## src/rtl/seg7_pkg.sv

```systemverilog
// Shared seven-segment constants and the BCD digit type.
// Patterns are active-high {g,f,e,d,c,b,a}.
package seg7_pkg;

    typedef logic [3:0] bcd_t;

    localparam logic [6:0] SEG_0     = 7'h3F;
    localparam logic [6:0] SEG_1     = 7'h06;
    localparam logic [6:0] SEG_2     = 7'h5B;
    localparam logic [6:0] SEG_3     = 7'h4F;
    localparam logic [6:0] SEG_4     = 7'h66;
    localparam logic [6:0] SEG_5     = 7'h6D;
    localparam logic [6:0] SEG_6     = 7'h7D;
    localparam logic [6:0] SEG_7     = 7'h07;
    localparam logic [6:0] SEG_8     = 7'h7F;
    localparam logic [6:0] SEG_9     = 7'h6F;
    localparam logic [6:0] SEG_BLANK = 7'h00;

endpackage

```

## src/rtl/seg7_decode.sv

```systemverilog
// Combinational BCD digit to active-high seven-segment pattern.
// Codes above 9 and the blank request both give a dark digit.
module seg7_decode
    import seg7_pkg::*;
(
    input  bcd_t       digit,
    input  logic       blank,
    output logic [6:0] pattern
);

    always_comb begin
        pattern = SEG_BLANK;
        if (!blank) begin
            case (digit)
                4'd0:    pattern = SEG_0;
                4'd1:    pattern = SEG_1;
                4'd2:    pattern = SEG_2;
                4'd3:    pattern = SEG_3;
                4'd4:    pattern = SEG_4;
                4'd5:    pattern = SEG_5;
                4'd6:    pattern = SEG_6;
                4'd7:    pattern = SEG_7;
                4'd8:    pattern = SEG_8;
                4'd9:    pattern = SEG_9;
                default: pattern = SEG_BLANK;
            endcase
        end
    end

endmodule

```

## src/rtl/bcd_scan_counter.sv

```systemverilog
// Multi-digit BCD up/down counter with tick prescaler, terminal-count pulse
// and a multiplexed seven-segment driver with leading-zero blanking.
module bcd_scan_counter
    import seg7_pkg::*;
#(
    parameter int DIGITS         = 4,
    parameter int TICK_DIV       = 100_000_000,
    parameter int SCAN_DIV       = 100_000,
    parameter bit SEG_ACTIVE_LOW = 1'b1,
    parameter bit AN_ACTIVE_LOW  = 1'b1
) (
    input  logic                  clk,
    input  logic                  rst_n,
    input  logic                  en,
    input  logic                  up,
    input  logic                  clr,
    input  logic                  load,
    input  logic [4*DIGITS-1:0]   load_val,
    input  logic                  blank_lz,
    output logic [4*DIGITS-1:0]   count_bcd,
    output logic                  tc,
    output logic [6:0]            seg,
    output logic [DIGITS-1:0]     an
);

    localparam int PRE_W  = (TICK_DIV > 1) ? $clog2(TICK_DIV) : 1;
    localparam int SCAN_W = (SCAN_DIV > 1) ? $clog2(SCAN_DIV) : 1;
    localparam int IDX_W  = (DIGITS > 1)   ? $clog2(DIGITS)   : 1;

    localparam logic [PRE_W-1:0]  PRE_LAST  = PRE_W'(TICK_DIV - 1);
    localparam logic [SCAN_W-1:0] SCAN_LAST = SCAN_W'(SCAN_DIV - 1);
    localparam logic [IDX_W-1:0]  IDX_LAST  = IDX_W'(DIGITS - 1);

    localparam logic [DIGITS-1:0] AN_FIRST  = DIGITS'(1);
    localparam logic [DIGITS-1:0] AN_RESET  = AN_ACTIVE_LOW  ? ~AN_FIRST : AN_FIRST;
    localparam logic [6:0]        SEG_RESET = SEG_ACTIVE_LOW ? ~SEG_0    : SEG_0;

    logic [PRE_W-1:0]    pre;
    logic                tick;
    logic [4*DIGITS-1:0] count_q;
    logic [4*DIGITS-1:0] step_val;
    logic [4*DIGITS-1:0] load_sat;
    logic                chain_carry;
    logic                wrap;
    logic                tc_q;

    logic [SCAN_W-1:0]   scan_div;
    logic [IDX_W-1:0]    idx;
    bcd_t                cur_digit;
    logic                cur_blank;
    logic                above_zero;
    logic [DIGITS-1:0]   an_sel;
    logic [6:0]          pattern;
    logic [6:0]          seg_q;
    logic [DIGITS-1:0]   an_q;

    assign tick = en && (pre == PRE_LAST);

    // Ripple chain: carry (up) or borrow (down) passes on while digits roll over.
    always_comb begin
        step_val    = count_q;
        chain_carry = 1'b1;
        for (int k = 0; k < DIGITS; k++) begin
            if (chain_carry) begin
                if (up) begin
                    if (count_q[4*k +: 4] == 4'd9) begin
                        step_val[4*k +: 4] = 4'd0;
                    end else begin
                        step_val[4*k +: 4] = count_q[4*k +: 4] + 4'd1;
                        chain_carry        = 1'b0;
                    end
                end else begin
                    if (count_q[4*k +: 4] == 4'd0) begin
                        step_val[4*k +: 4] = 4'd9;
                    end else begin
                        step_val[4*k +: 4] = count_q[4*k +: 4] - 4'd1;
                        chain_carry        = 1'b0;
                    end
                end
            end
        end
        wrap = chain_carry;
    end

    always_comb begin
        load_sat = '0;
        for (int k = 0; k < DIGITS; k++) begin
            load_sat[4*k +: 4] = (load_val[4*k +: 4] > 4'd9) ? 4'd9 : load_val[4*k +: 4];
        end
    end

    always_ff @(posedge clk or negedge rst_n) begin
        if (!rst_n) begin
            count_q <= '0;
            pre     <= '0;
            tc_q    <= 1'b0;
        end else if (clr) begin
            count_q <= '0;
            pre     <= '0;
            tc_q    <= 1'b0;
        end else if (load) begin
            count_q <= load_sat;
            pre     <= '0;
            tc_q    <= 1'b0;
        end else begin
            tc_q <= tick && wrap;
            if (tick) begin
                count_q <= step_val;
            end
            if (en) begin
                pre <= (pre == PRE_LAST) ? '0 : pre + PRE_W'(1);
            end
        end
    end

    always_ff @(posedge clk or negedge rst_n) begin
        if (!rst_n) begin
            scan_div <= '0;
            idx      <= '0;
        end else if (scan_div == SCAN_LAST) begin
            scan_div <= '0;
            idx      <= (idx == IDX_LAST) ? '0 : idx + IDX_W'(1);
        end else begin
            scan_div <= scan_div + SCAN_W'(1);
        end
    end

    // Walk from the top digit down so above_zero means "this and all higher digits are 0".
    always_comb begin
        cur_digit  = '0;
        cur_blank  = 1'b0;
        an_sel     = '0;
        above_zero = 1'b1;
        for (int k = DIGITS - 1; k >= 0; k--) begin
            above_zero = above_zero && (count_q[4*k +: 4] == 4'd0);
            if (int'(idx) == k) begin
                cur_digit = count_q[4*k +: 4];
                cur_blank = blank_lz && (k != 0) && above_zero;
                an_sel[k] = 1'b1;
            end
        end
    end

    seg7_decode u_decode (
        .digit   (cur_digit),
        .blank   (cur_blank),
        .pattern (pattern)
    );

    always_ff @(posedge clk or negedge rst_n) begin
        if (!rst_n) begin
            seg_q <= SEG_RESET;
            an_q  <= AN_RESET;
        end else begin
            seg_q <= SEG_ACTIVE_LOW ? ~pattern : pattern;
            an_q  <= AN_ACTIVE_LOW  ? ~an_sel  : an_sel;
        end
    end

    assign count_bcd = count_q;
    assign tc        = tc_q;
    assign seg       = seg_q;
    assign an        = an_q;

endmodule
```

## config.mk

```make
export PLATFORM = sky130hd
export DESIGN_NAME = bcd_scan_counter
export DESIGN_NICKNAME = d
export VERILOG_FILES = /design/src/rtl/seg7_pkg.sv /design/src/rtl/seg7_decode.sv /design/src/rtl/bcd_scan_counter.sv
export SDC_FILE = /design/constraint.sdc
export NUM_CORES = 1
export LEC_CHECK = 0
export BUFFER_PORTS_ARGS = -buffer_cell sky130_fd_sc_hd__buf_2
export CAP_MARGIN = 10
export CORE_UTILIZATION = 50
export CTS_CLUSTER_DIAMETER = 100
export DETAILED_ROUTE_END_ITERATION = 8
export PLACE_DENSITY_LB_ADDON = 0.15
export REMOVE_ABC_BUFFERS = 1
export SLEW_MARGIN = 10
export SYNTH_ARGS = -nofsm -noshare
export SYNTH_HDL_FRONTEND = slang
export SYNTH_HIERARCHICAL = 1
export SYNTH_SLANG_ARGS = --single-unit
export TNS_END_PERCENT = 5
```

## constraint.sdc

```tcl
create_clock -name clk -period 4.98 [get_ports clk]
set_input_delay 0.996 -clock clk [delete_from_list [all_inputs] [get_ports clk]]
set_output_delay 0.996 -clock clk [all_outputs]
set_load 0.03 [all_outputs]
```

# After elaboration in Yosys (flattened, before gate mapping)
# Memory sizes are Yosys's and may differ from the RTL's.
# Index checks and enable logic that the tools add are counted.
[word_totals]
reg_bits = 74
latch_bits = 0
ramBits = 0
romBits = 112
out_inout_bits = 28
mem_count = 1
[memory_table]
columns = ["memory", "words", "width", "rd", "rd_clocked_by_memory_dff", "wr", "line", "source"]
rows = [
  ["(no name shown)", 16, 7, 1, 0, 0, "seg7_decode.sv:14", "case (digit)"],
]
[op_classes]
add_sub_neg = 11
multipliers = 0
div_mod_pow = 0
magnitude_cmp = 4
n_eq_ne = 10
shift = 0
muxes = 58
bitwise = 2
n_reduce_logical = 20
[op_table]
columns = ["op", "count"]
rows = [
  ["2-to-1 mux 27 bit", 4],
  ["2-to-1 mux 4 bit", 23],
  ["2-to-1 mux 16 bit", 3],
  ["adder 27 x 1 -> 27 bit (second input constant)", 1],
  ["== test 27 bit (second input constant)", 1],
  ["2-to-1 mux 1 bit", 25],
  ["adder 17 x 1 -> 17 bit (second input constant)", 1],
  ["== test 17 bit (second input constant)", 1],
  ["2-to-1 mux 17 bit", 1],
  ["adder 4 x 1 -> 4 bit (second input constant)", 4],
  ["== test 4 bit (second input constant)", 4],
  ["greater-than comparator 4 bit (second input constant)", 4],
  ["logical NOT 4 bit", 4],
  ["subtractor 4 x 1 -> 4 bit (second input constant)", 4],
  ["nonzero test 3 bit", 5],
  ["logical AND 1 bit", 7],
  ["2-to-1 mux 7 bit", 1],
  ["NOT 7 bit", 1],
  ["== test 2 bit (second input constant)", 3],
  ["AND reduction 2 bit", 3],
  ["NOT 4 bit", 1],
  ["adder 2 x 1 -> 2 bit (second input constant)", 1],
  ["== test 2 x 1 -> 1 bit (second input constant)", 1],
  ["logical NOT 2 bit", 1],
  ["2-to-1 mux 2 bit", 1],
]

# Longest topological paths before layout
# Gate-level depths: netlist of the first run.
[logic_depth]
depth_word = 9
ltp_mapped = 13
depth_no_buf = 13

# By module
# Netlist of the first run, hierarchy kept.
[modules_own_cells]
columns = ["module", "instances", "cells_each", "area_per_inst_um2", "seq_area_each_um2"]
rows = [
  ["bcd_scan_counter", 1, 522, 4773.3, 1856.8],
  ["seg7_decode", 1, 31, 230.2, 0.0],
]

# Least setup slack after synthesis of the first run
# OpenSTA, ideal clock, no wires.
[synth_timing]
kind = "flip-flop to flip-flop"
startpoint = "register count_q[8] (netlist: count_bcd[8])"
endpoint = "register seg_q[0] (netlist: seg[0])"
setup_time_ps = 66
arrival_ps = 2708
required_ps = 4914
path_slack_ps = 2206
stages_incl_launch_ff = 10
path_buffers = 0
synth_period_minus_slack_ps = 2774
cell_sequence = "dfrtp_1 -> inv_1 -> ha_1 -> or3b_2 -> or3_1 -> a221oi_1 -> or2_1 -> a21o_1 -> o31ai_1 -> inv_1"
[synth_between]
elab_chain_len = 8
elab_cells_between_ends = 14
[synth_lines]
columns = ["element", "line", "source"]
rows = [
  ["from (decl)", "bcd_scan_counter.sv:40", "logic [4*DIGITS-1:0] count_q;"],
  ["from (signal assigned)", "bcd_scan_counter.sv:102", "count_q <= load_sat;"],
  ["from (signal assigned)", "bcd_scan_counter.sv:108", "count_q <= step_val;"],
  ["logical NOT 4 bit (*)", "bcd_scan_counter.sv:135", "above_zero = above_zero && (count_q[4*k +: 4] == 4'd0);"],
  ["logical AND 1 bit (*)", "bcd_scan_counter.sv:135", ""],
  ["logical AND 1 bit, on equally long branches", "bcd_scan_counter.sv:138, bcd_scan_counter.sv:135", ""],
  ["2-to-1 mux 1 bit / logical AND 1 bit (equally long branches)", "bcd_scan_counter.sv:136, bcd_scan_counter.sv:138", ""],
  ["2-to-1 mux 1 bit (*) (2 in series)", "bcd_scan_counter.sv:136", "if (int'(idx) == k) begin"],
  ["net cur_blank", "bcd_scan_counter.sv:50", "logic cur_blank;"],
  ["2-to-1 mux 7 bit (*)", "seg7_decode.sv:13", "if (!blank) begin"],
  ["net pattern[0]", "bcd_scan_counter.sv:53", "logic [6:0] pattern;"],
  ["NOT 7 bit (*)", "bcd_scan_counter.sv:155", "seg_q <= SEG_ACTIVE_LOW ? ~pattern : pattern;"],
  ["to (signal assigned)", "bcd_scan_counter.sv:155", ""],
  ["to (decl)", "bcd_scan_counter.sv:54", "logic [6:0] seg_q;"],
]
# The timed path passes the listed nets; every way through them passes the cells marked *.
# A chain may end at the register's enable or synchronous reset.

# Worst setup path in the final report of the first run
# Same ends and word-level chain as after synthesis.

==> flow_metrics.py, run 1 <==
metrics = {
    "timing": {
        "finalSetupViolations": 0,
        "fin_skew_ps": 11.0,
        "timing.final.max_slew_violations": 0,
        "finalSetupTns_ps": 0,
        "fin_crit_ps": 3020,
        "hold_ws_ps": 487,
        "rsz0062_at_grt": "no",
        "relSlewSlack_pct": 31.7,
        "fin_crit_sh_pct": 60.7,
        "tightest_slew_ps": 1020,
        "fmax_mhz": 331,
        "hold_violations": 0,
    },
    "global_routing": {
        "grt.overflow.total": 0,
        "grt_usage_pct": 23.1,
        "grt_pass1_vias": 3937,
        "grt_max_degree": 75,
        "grt_pass1_wl_mm": 18.7,
        "antenna_found_initial": 0,
    },
    "setup_path": {
        "cp_max_fo": 9,
        "r2r_end": "seg[0]",
        "critPathSlowestCell": "a221oi_1",
        "path_buf_inv": 2,
        "reg2reg_depth": 9,
        "worst_path_dominant_cell_family": "simple AND/OR/NAND/NOR gates",
        "reg2reg_from": "count_bcd[8]",
        "crit_cells": 9,
        "worstPathRequired_ps": 5270,
        "path_common_cell": "inv_1",
        "cp-start-kind": "register",
        "crit_path_cell_trace": "inv_1, ha_1, or3b_2, or3_1, a221oi_1, or2_1, a21o_1, o31ai_1, inv_1",
        "endpoint_kind": "register",
        "crit_type": "register to register",
        "rrSetupSlack_ps": 1960,
        "max_stage_delay_ps": 750,
        "arrival_ps": 3310,
        "critPathLaunch": "count_bcd[8]",
    },
    "power_and_ir_drop": {
        "power_leakage_nw": 2.41,
        "powerDensity_nw_per_um2": 251,
        "ir_drop_mv": 0.133,
    },
    "drt": {
        "drt_iter0_markers": 185,
        "detail_route.vias_per_cell": 5.70,
        "routed_wl_mm": 11.3,
        "dr.pass1.iters": 4,
        "ant_nets": 0,
        "wire_per_inst_um": 15.4,
        "drc": 0,
        "vias": 4157,
    },
    "cts": {
        "clock_latency_ps": 350,
        "cts_resized": 0,
        "numCtsBuffers": 9,
        "cts_sinks": 74,
        "post_cts_buffers": 0,
        "cts-root-buf": "clkbuf_8",
        "clk_pin_slew_worst_paths_ps": 80,
        "cts_tree": "built",
        "cts_hold_buffers": 0,
        "htreeDepth": 3,
        "clockBufferDepth": 2,
    },
    "finish": {
        "layout_commonest_cell": "dfrtp_1",
        "final_util_pct": 56.5,
        "diodes": 0,
        "final_area_sq_um": 5500,
        "multiInputGateArea_sq_um": 2890,
        "sequential_cell_area_sq_um": 1860,
        "drive_gt1_share_pct": 16.8,
        "syn2layout_area_growth_pct": 9.93,
        "final_cell_mix": "dfrtp_1, nor2_1, buf_2",
        "nets": 640,
        "nFillCells": 925,
    },
    "die": {
        "start_util_pct": 51.4,
        "die_x_um": 102,
        "row_count": 36,
        "coreArea_sq_um": 9730,
        "ios": 51,
        "fp.dieArea_sq_um": 10400,
        "die_y_um": 102,
    },
    "min_path": {
        "hold_class": "register to register",
        "min_path_cells": 1,
        "min_to": "scan_div[0]",
        "min_from": "scan_div[0]",
    },
    "synth": {
        "synth_top_cell_area_share_pct": 35.0,
        "synth_area_leaders": "dfrtp_1, ha_1, nor2_1, xnor2_1, nand2_1",
        "synth_top_area_cell": "dfrtp_1",
        "ys_seq_elements": 74,
        "synthDistinctLibCells": 73,
        "ys_warn_count": 6,
        "synth_top_flop_cell": "dfrtp_1",
        "postSynth.asyncResetShare_pct": 100,
        "syn-instance-count": 553,
        "ys_seq_area_share_pct": 37.1,
        "synth-edff-count": 0,
        "netlist_area_sq_um": 5000,
        "postSynthAreaPerCell_sq_um": 9.05,
    },
    "place": {
        "post-dp-hpwl_mm": 8.10,
        "port_buffers": 50,
        "dpl_cell_area_sq_um": 5300,
        "place_congestion": 0.930,
    },
    "job": {
        "max_cap_viol_count": 0,
    },
    "status": {
        "status": "completed",
    },
}
-- synthesized netlist by cell type (4+ instances only) --
cell type and instances:
dfrtp_1 70, nor2_1 57, nand2_1 43, inv_1 35, nand3_1 31, ha_1 26
a21oi_1 24, xnor2_1 24, xor2_1 18, o21ai_0 14, clkbuf_1 13, nand4_1 12
nor4_1 12, a31oi_1 11, nor3_1 11, nand2b_1 10, mux2i_1 9, o31ai_1 9
and3_1 7, and2_1 6, and4_1 6, mux2_2 5, mux2_4 5, nor3b_1 5
or3_1 5, a221oi_1 4, buf_6 4, dfstp_2 4, nor2b_1 4, o22ai_1 4
-- worst reg2reg max path, cell delays in order, from the launching register on --
cell and delay, ps:
dfrtp_1 470, inv_1 160, ha_1 250, or3b_2 510, or3_1 320, a221oi_1 750, or2_1 230, a21o_1 110
o31ai_1 60, inv_1 80
-- state kept, by name, summed over array words and instances (netlist names) --
signal and flops:
an 4, idx 2, count_bcd 16, scan_div 17, tc 1, seg 7, pre 27
-- through the flow --
stage                     total power [mW]  cells  setup WS (ps)
after detailed placement             0.925    713           1970
final                                 1.38    729           1960
after CTS                             1.40    729           1970
after global placement               0.921    713           2020
after global routing                  1.46    729           1750
after floorplan                      0.834    530           2210
-- area by class of cell --
class	instances	area share [%]
flip-flops and latches	74	33.8
clock buffers	11	2.57
multi-input cells	420	52.6
inverters	36	2.46
clock inverters	5	1.00
well taps	133	3.03
repair buffers	50	4.60
-- where the power goes --
group          switching, mW  internal (mW)  total [mW]
combinational          0.158         0.0991       0.257
sequential            0.0355          0.621       0.656
clock                  0.226          0.244       0.469
total                  0.420          0.963        1.38
-- worst max path at each step --
stage / slack, ps / to
after detailed placement: 1970 / seg[0]
after CTS: 1970 / seg[0]
after global placement: 2020 / count_bcd[13]
final: 1960 / seg[0]
after global routing: 1750 / seg[0]
after floorplan: 2210 / seg[0]
-- per-layer routing --
metal,part of all wire (%),vias to the layer above,track usage (%)
met5,0,-,0
met4,2.0,0,9.89
met1,47,2006,30.4
met2,47,98,37.8
met3,4.0,20,3.42
li1,-,2033,-
-- kinds of logic (layout without fill, tap and decap cells) --
logic type                 count (synthesis)  count (layout)  synth area share, %
adders and majority gates                 26              26                 6.50
and+or+nand+nor                          237             237                 26.2
muxes                                     20              20                 4.65
xor gates and xnor gates                  42              42                 7.35
AOI/OAI and AO/OA                         95              95                 13.0
DFF                                       74              74                 37.1
buffers and inverters                     59             102                 5.20
(Power assumes the default switching activity.)
==> run 2: changes to the inputs <==
==> constraint.sdc (replaced) <==
create_clock -name clk -period 2.8 [get_ports clk]
set_input_delay 0.56 -clock clk [delete_from_list [all_inputs] [get_ports clk]]
set_output_delay 0.56 -clock clk [all_outputs]
set_load 0.03 [all_outputs]
==> run 2 against run 1 <==
Against the previous run: final cell count increased by 2.5%; critical path depth is the same; final area up 2.5%; highest routed layer unchanged; largest power group unchanged.
==> flow_metrics.py, run 2 (same netlist as run 1, synthesis figures left out) <==
metrics = {
    "power_and_ir_drop": {
        "powerDensity_nw_per_um2": 445,
        "finalPower_mw": 2.51,
        "power_leakage_nw": 2.50,
        "pwr-share-comb_pct": 20.7,
        "ir_drop_mv": 0.230,
        "switching_share_pct": 30.7,
        "seq_power_share_pct": 45.5,
        "p_sw_uw": 771,
        "p_clk_share_pct": 33.9,
        "power.internal_mw": 1.74,
    },
    "setup_path": {
        "r2r_end": "seg[0]",
        "reg2reg_depth": 9,
        "critPathSlowestCell": "or3b_2",
        "arrival_ps": 2740,
        "cp_max_fo": 6,
        "crit_path_cell_trace": "inv_1, ha_1, or3b_2, or3_1, a221oi_1, or2_1, a21o_1, o31ai_1, inv_1",
        "worst_path_dominant_cell_family": "simple AND/OR/NAND/NOR gates",
        "rrSetupSlack_ps": 350,
        "endpoint_kind": "register",
        "critPathLaunch": "count_bcd[8]",
        "worstPathRequired_ps": 3090,
        "crit_type": "register to register",
        "path_common_cell": "inv_1",
        "cp-start-kind": "register",
        "path_buf_inv": 2,
        "crit_path_end": "seg[0]",
        "reg2reg_from": "count_bcd[8]",
        "crit_cells": 9,
        "max_stage_delay_ps": 510,
    },
    "cts": {
        "cts_tree": "built",
        "cts_sinks": 74,
        "htreeDepth": 3,
        "clk_pin_slew_worst_paths_ps": 80,
        "cts_resized": 0,
        "cts_hold_buffers": 0,
        "clockBufferDepth": 2,
        "numCtsBuffers": 9,
        "clock_latency_ps": 350,
        "cts-root-buf": "clkbuf_8",
        "post_cts_buffers": 0,
    },
    "finish": {
        "drive_gt1_share_pct": 19.4,
        "final_area_sq_um": 5640,
        "final_cells": 747,
        "nets": 658,
        "diodes": 0,
        "syn2layout_area_growth_pct": 12.7,
        "final_cell_mix": "dfrtp_1, nor2_1, buf_2",
        "regMostFlops": "pre",
        "layout_commonest_cell": "dfrtp_1",
        "nFillCells": 889,
        "largest_reg_flops": 27,
    },
    "die": {
        "ios": 51,
        "start_util_pct": 51.4,
        "fp.dieArea_sq_um": 10400,
        "coreArea_sq_um": 9730,
        "row_count": 36,
        "die_y_um": 102,
        "die_x_um": 102,
    },
    "drt": {
        "dr_wl_met2_mm": 5.48,
        "drt_iter0_markers": 228,
        "wire_per_inst_um": 15.7,
        "drc": 0,
        "highest_layer": "met4",
        "drt-met1-wl_mm": 5.31,
        "dr.pass1.iters": 5,
        "vias": 4330,
        "wl_met3_um": 661,
        "routed_wl_mm": 11.8,
        "detail_route.vias_per_cell": 5.80,
        "ant_nets": 0,
    },
    "min_path": {
        "hold_class": "input pin to async pin",
    },
    "timing": {
        "rsz0062_at_grt": "no",
        "timing.final.max_slew_violations": 0,
        "fin_crit_ps": 2450,
        "hold_ws_ps": 345,
        "fin_crit_sh_pct": 87.6,
        "fmax_mhz": 408,
        "tightest_slew_ps": 945,
        "finalSetupTns_ps": 0,
        "fin_skew_ps": 12.5,
        "finalSetupViolations": 0,
        "hold_violations": 0,
        "relSlewSlack_pct": 37.0,
    },
    "status": {
        "status": "completed",
    },
    "global_routing": {
        "grt_max_degree": 75,
        "grt.overflow.total": 0,
        "antenna_found_initial": 0,
        "grt_usage_pct": 23.7,
        "grt_pass1_wl_mm": 19.1,
        "grt_pass1_vias": 3979,
    },
    "place": {
        "dpl_cell_area_sq_um": 5440,
        "dp.cells": 731,
        "place_congestion": 0.996,
        "post-dp-hpwl_mm": 8.42,
        "port_buffers": 50,
    },
    "job": {
        "max_cap_viol_count": 0,
    },
}
[run 2: metal layers]
layer / vias up / track usage (%)
met5: - / 0
met4: 0 / 10.8
met3: 27 / 3.28
met2: 160 / 38.4
met1: 2054 / 31.5
li1: 2089 / -
[run 2: worst min-delay path by stage]
stage | cells past startpoint | to | slack, ps
after detailed placement | 1 | scan_div[0] | 470
after global placement | 1 | scan_div[0] | 460
after floorplan | 0 | an[0] | 260
after global routing | 1 | count_bcd[13] | 430
after CTS | 1 | count_bcd[12] | 380
final | 1 | count_bcd[12] | 340
[run 2: stage by stage]
step / setup WS, ps / util (%)
finish: 346 / 58.0
detailed placement: 339 / 55.9
floorplan: 25.9 / -
global placement: 363 / 55.9
CTS: 354 / 58.0
global route: 99.7 / 58.0
[run 2: layout make-up]
| type | count | area, sq um | share of cell area (%) |
|---|---|---|---|
| Multi-Input combinational cell | 420 | 2890 | 51.3 |
| Sequential cell | 74 | 1860 | 32.9 |
| Timing Repair Buffer | 68 | 388 | 6.88 |
| Tap cell | 133 | 166 | 2.95 |
| Clock buffer | 10 | 138 | 2.44 |
| Inverter | 36 | 135 | 2.40 |
| Clock inverter | 6 | 63.8 | 1.13 |
[run 2: power by group through the flow]
stage	Clock, mW	Sequential [mW]	Combinational, mW
floorplan	0	1.24	0.244
global placement	0	1.16	0.511
detailed placement	0	1.16	0.515
CTS	0.876	1.14	0.517
global route	0.912	1.14	0.569
finish	0.850	1.14	0.518
==> run 3: changes to the inputs <==
--- a/config.mk
+++ b/config.mk
@@ -15,6 +15,5 @@
 export SLEW_MARGIN = 10
 export SYNTH_ARGS = -nofsm -noshare
 export SYNTH_HDL_FRONTEND = slang
-export SYNTH_HIERARCHICAL = 1
 export SYNTH_SLANG_ARGS = --single-unit
 export TNS_END_PERCENT = 5
==> run 3 against run 2 <==
Against the previous run: maximum frequency down 1.9%; non-clock buffer count fell by 10; utilization grew 0.91 points; hold slack worse by 160 ps; routed wire length is 0.65% lower; combinational power shrank 19%; register-to-register slack got worse by 50 ps; synthesized area down 2.4%; critical endpoint is now seg[1]; synthesized cell count decreased by 1.6%; worst setup slack worse by 49 ps; via count fell by 1.8%; largest cell class unchanged; final cell count is 2.8% lower.
==> flow_metrics.py, run 3 <==
metrics = {
    "timing": {
        "fmax_mhz": 400,
        "finalSetupViolations": 0,
        "timing.final.max_slew_violations": 0,
        "hold_ws_ps": 189,
        "hold_violations": 0,
        "finalSetupTns_ps": 0,
        "fin_crit_sh_pct": 89.4,
        "fin_crit_ps": 2500,
        "fin_skew_ps": 9.51,
        "rsz0062_at_grt": "no",
        "relSlewSlack_pct": 51.2,
        "tightest_slew_ps": 726,
    },
    "cts": {
        "htreeDepth": 3,
        "clockBufferDepth": 2,
        "clk_pin_slew_worst_paths_ps": 90,
        "cts_tree": "built",
        "cts_sinks": 74,
        "post_cts_buffers": 0,
        "cts_resized": 0,
        "cts-root-buf": "clkbuf_8",
        "cts_hold_buffers": 0,
        "clock_latency_ps": 360,
        "numCtsBuffers": 9,
    },
    "synth": {
        "synth.top_cells.by_count": "dfrtp_1, nor2_1, nand2_1",
        "synthDistinctLibCells": 70,
        "ys_seq_elements": 74,
        "synth_most_common_cell": "dfrtp_1",
        "postSynth.asyncResetShare_pct": 100,
        "synth_top_flop_cell": "dfrtp_1",
        "synth_top_cell_area_share_pct": 35.9,
        "ys_seq_area_share_pct": 38.0,
        "netlist_area_sq_um": 4880,
        "syn-instance-count": 544,
        "ys_warn_count": 0,
        "postSynthAreaPerCell_sq_um": 8.98,
        "synth_top_area_cell": "dfrtp_1",
        "synth-edff-count": 0,
        "synth_area_leaders": "dfrtp_1, ha_1, nor2_1, o21ai_0, xnor2_1",
    },
    "drt": {
        "ant_nets": 0,
        "wire_per_inst_um": 16.1,
        "vias": 4252,
        "drc": 0,
        "detail_route.vias_per_cell": 5.86,
        "dr.pass1.iters": 5,
        "routed_wl_mm": 11.7,
        "drt_iter0_markers": 291,
    },
    "setup_path": {
        "endpoint_kind": "register",
        "rrSetupSlack_ps": 300,
        "reg2reg_from": "idx[0]",
        "arrival_ps": 2780,
        "cp-start-kind": "register",
        "cp_max_fo": 7,
        "worstPathRequired_ps": 3080,
        "r2r_end": "seg[1]",
        "reg2reg_depth": 9,
        "crit_path_end": "seg[1]",
        "critPathLaunch": "idx[0]",
        "crit_type": "register to register",
    },
    "place": {
        "port_buffers": 50,
        "place_congestion": 0.929,
        "dp.cells": 710,
        "post-dp-hpwl_mm": 8.45,
        "dpl_cell_area_sq_um": 5280,
    },
    "die": {
        "coreArea_sq_um": 9370,
        "row_count": 35,
        "start_util_pct": 52.1,
        "ios": 51,
        "die_y_um": 101,
        "fp.dieArea_sq_um": 10200,
        "die_x_um": 101,
    },
    "finish": {
        "nFillCells": 875,
        "largest_reg_flops": 27,
        "multiInputGateArea_sq_um": 2810,
        "final_cell_mix": "dfrtp_1, buf_2, nor2_1",
        "final_area_sq_um": 5520,
        "sequential_cell_area_sq_um": 1860,
        "diodes": 0,
        "final_cells": 726,
        "regMostFlops": "pre",
        "syn2layout_area_growth_pct": 13.0,
        "nets": 638,
        "layout_commonest_cell": "dfrtp_1",
        "drive_gt1_share_pct": 16.8,
    },
    "power_and_ir_drop": {
        "pwr-share-comb_pct": 16.4,
        "power.internal_mw": 1.79,
        "seq_power_share_pct": 44.9,
        "power_leakage_nw": 2.44,
        "p_clk_share_pct": 38.8,
        "p_sw_uw": 763,
        "switching_share_pct": 29.9,
        "ir_drop_mv": 0.201,
        "powerDensity_nw_per_um2": 463,
    },
    "min_path": {
        "hold_class": "input pin to async pin",
    },
    "status": {
        "status": "completed",
    },
    "job": {
        "max_cap_viol_count": 0,
    },
    "global_routing": {
        "grt.overflow.total": 0,
        "grt_max_degree": 45,
        "grt_usage_pct": 25.0,
        "antenna_found_initial": 0,
        "grt_pass1_wl_mm": 20.0,
        "grt_pass1_vias": 4123,
    },
}
==> run 3: cell count changes after synthesis, sizes merged, moves of 5 or more <==
| cell | previous run | this run |
|---|---|---|
| xnor2 | 24 | 17 |
| nand2b | 11 | 5 |
| xor2 | 18 | 13 |
| mux2 | 11 | 3 |
| nor3 | 11 | 21 |
| nand2 | 45 | 36 |
| o31ai | 9 | 4 |
| nor2 | 57 | 47 |
| o21ai | 17 | 32 |
| nand3 | 31 | 25 |
| mux2i | 9 | 14 |
==> run 3: stage by stage <==
stage	utilization [%]	worst slack (ps)	power (mW)
final	58.9	297	2.56
after CTS	58.9	309	2.58
after floorplan	-	47.4	1.42
after global placement	56.4	417	1.57
after global routing	58.9	40.2	2.67
after detailed placement	56.4	321	1.58
==> run 3: power by group through the flow <==
| stage | Clock (mW) | Combinational [mW] | Sequential (mW) |
|---|---|---|---|
| 6_report | 0.991 | 0.418 | 1.15 |
| 5_1_grt | 1.05 | 0.460 | 1.15 |
| 4_1_cts | 1.01 | 0.417 | 1.15 |
| 3_5_place_dp | 0 | 0.415 | 1.17 |
| 3_3_place_gp | 0 | 0.408 | 1.17 |
| 2_1_floorplan | 0 | 0.199 | 1.22 |
==> run 3: how the worst min path moves through the flow <==
stage | end | slack, ps | cells past startpoint | start
3_5_place_dp | scan_div[11] | 470 | 1 | scan_div[11]
2_1_floorplan | an[0] | 260 | 0 | rst_n
3_3_place_gp | scan_div[0] | 460 | 1 | scan_div[0]
6_report | count_bcd[12] | 190 | 1 | rst_n
5_1_grt | pre[21] | 230 | 1 | rst_n
4_1_cts | count_bcd[12] | 210 | 1 | rst_n
==> run 3: cell families after synthesis <==
| group | count (synthesis) | synth area share, % |
|---|---|---|
| flip-flops | 74 | 38.0 |
| adder cells (fa/ha/maj) | 23 | 5.89 |
| AND/OR/NAND/NOR | 216 | 24.7 |
| XOR/XNOR | 30 | 5.38 |
| AO/OA/AOI/OAI | 128 | 17.9 |
| buffers and inverters | 56 | 4.54 |
| multiplexers | 17 | 3.56 |
==> run 3: worst max-delay path, cell delays in order, from the launching register on <==
cell	delay, ps
dfrtp_1	410
inv_1	130
ha_1	340
mux2i_1	220
o21ai_0	90
a22oi_1	440
inv_1	130
ha_1	320
o21ba_2	210
o21ai_0	130
==> run 3: layout make-up <==
type                       instances  share of cell area (%)
clock buffer                      10                    2.49
clock inverter                     6                    1.77
inverter                          35                    2.38
multi-input combinational        414                    50.9
sequential                        74                    33.7
tap                              129                    2.93
timing repair buffer              58                    5.85
==> run 3: metal layers <==
| layer | track usage, % | up-vias | routed length [um] | share of wire [%] |
|---|---|---|---|---|
| li1 | - | 2081 | - | - |
| met3 | 3.81 | 14 | 597 | 5.1 |
| met4 | 8.25 | 0 | 153 | 1.3 |
| met2 | 38.4 | 116 | 5180 | 44 |
| met1 | 36.1 | 2041 | 5760 | 49 |
| met5 | 0 | - | 0 | 0 |
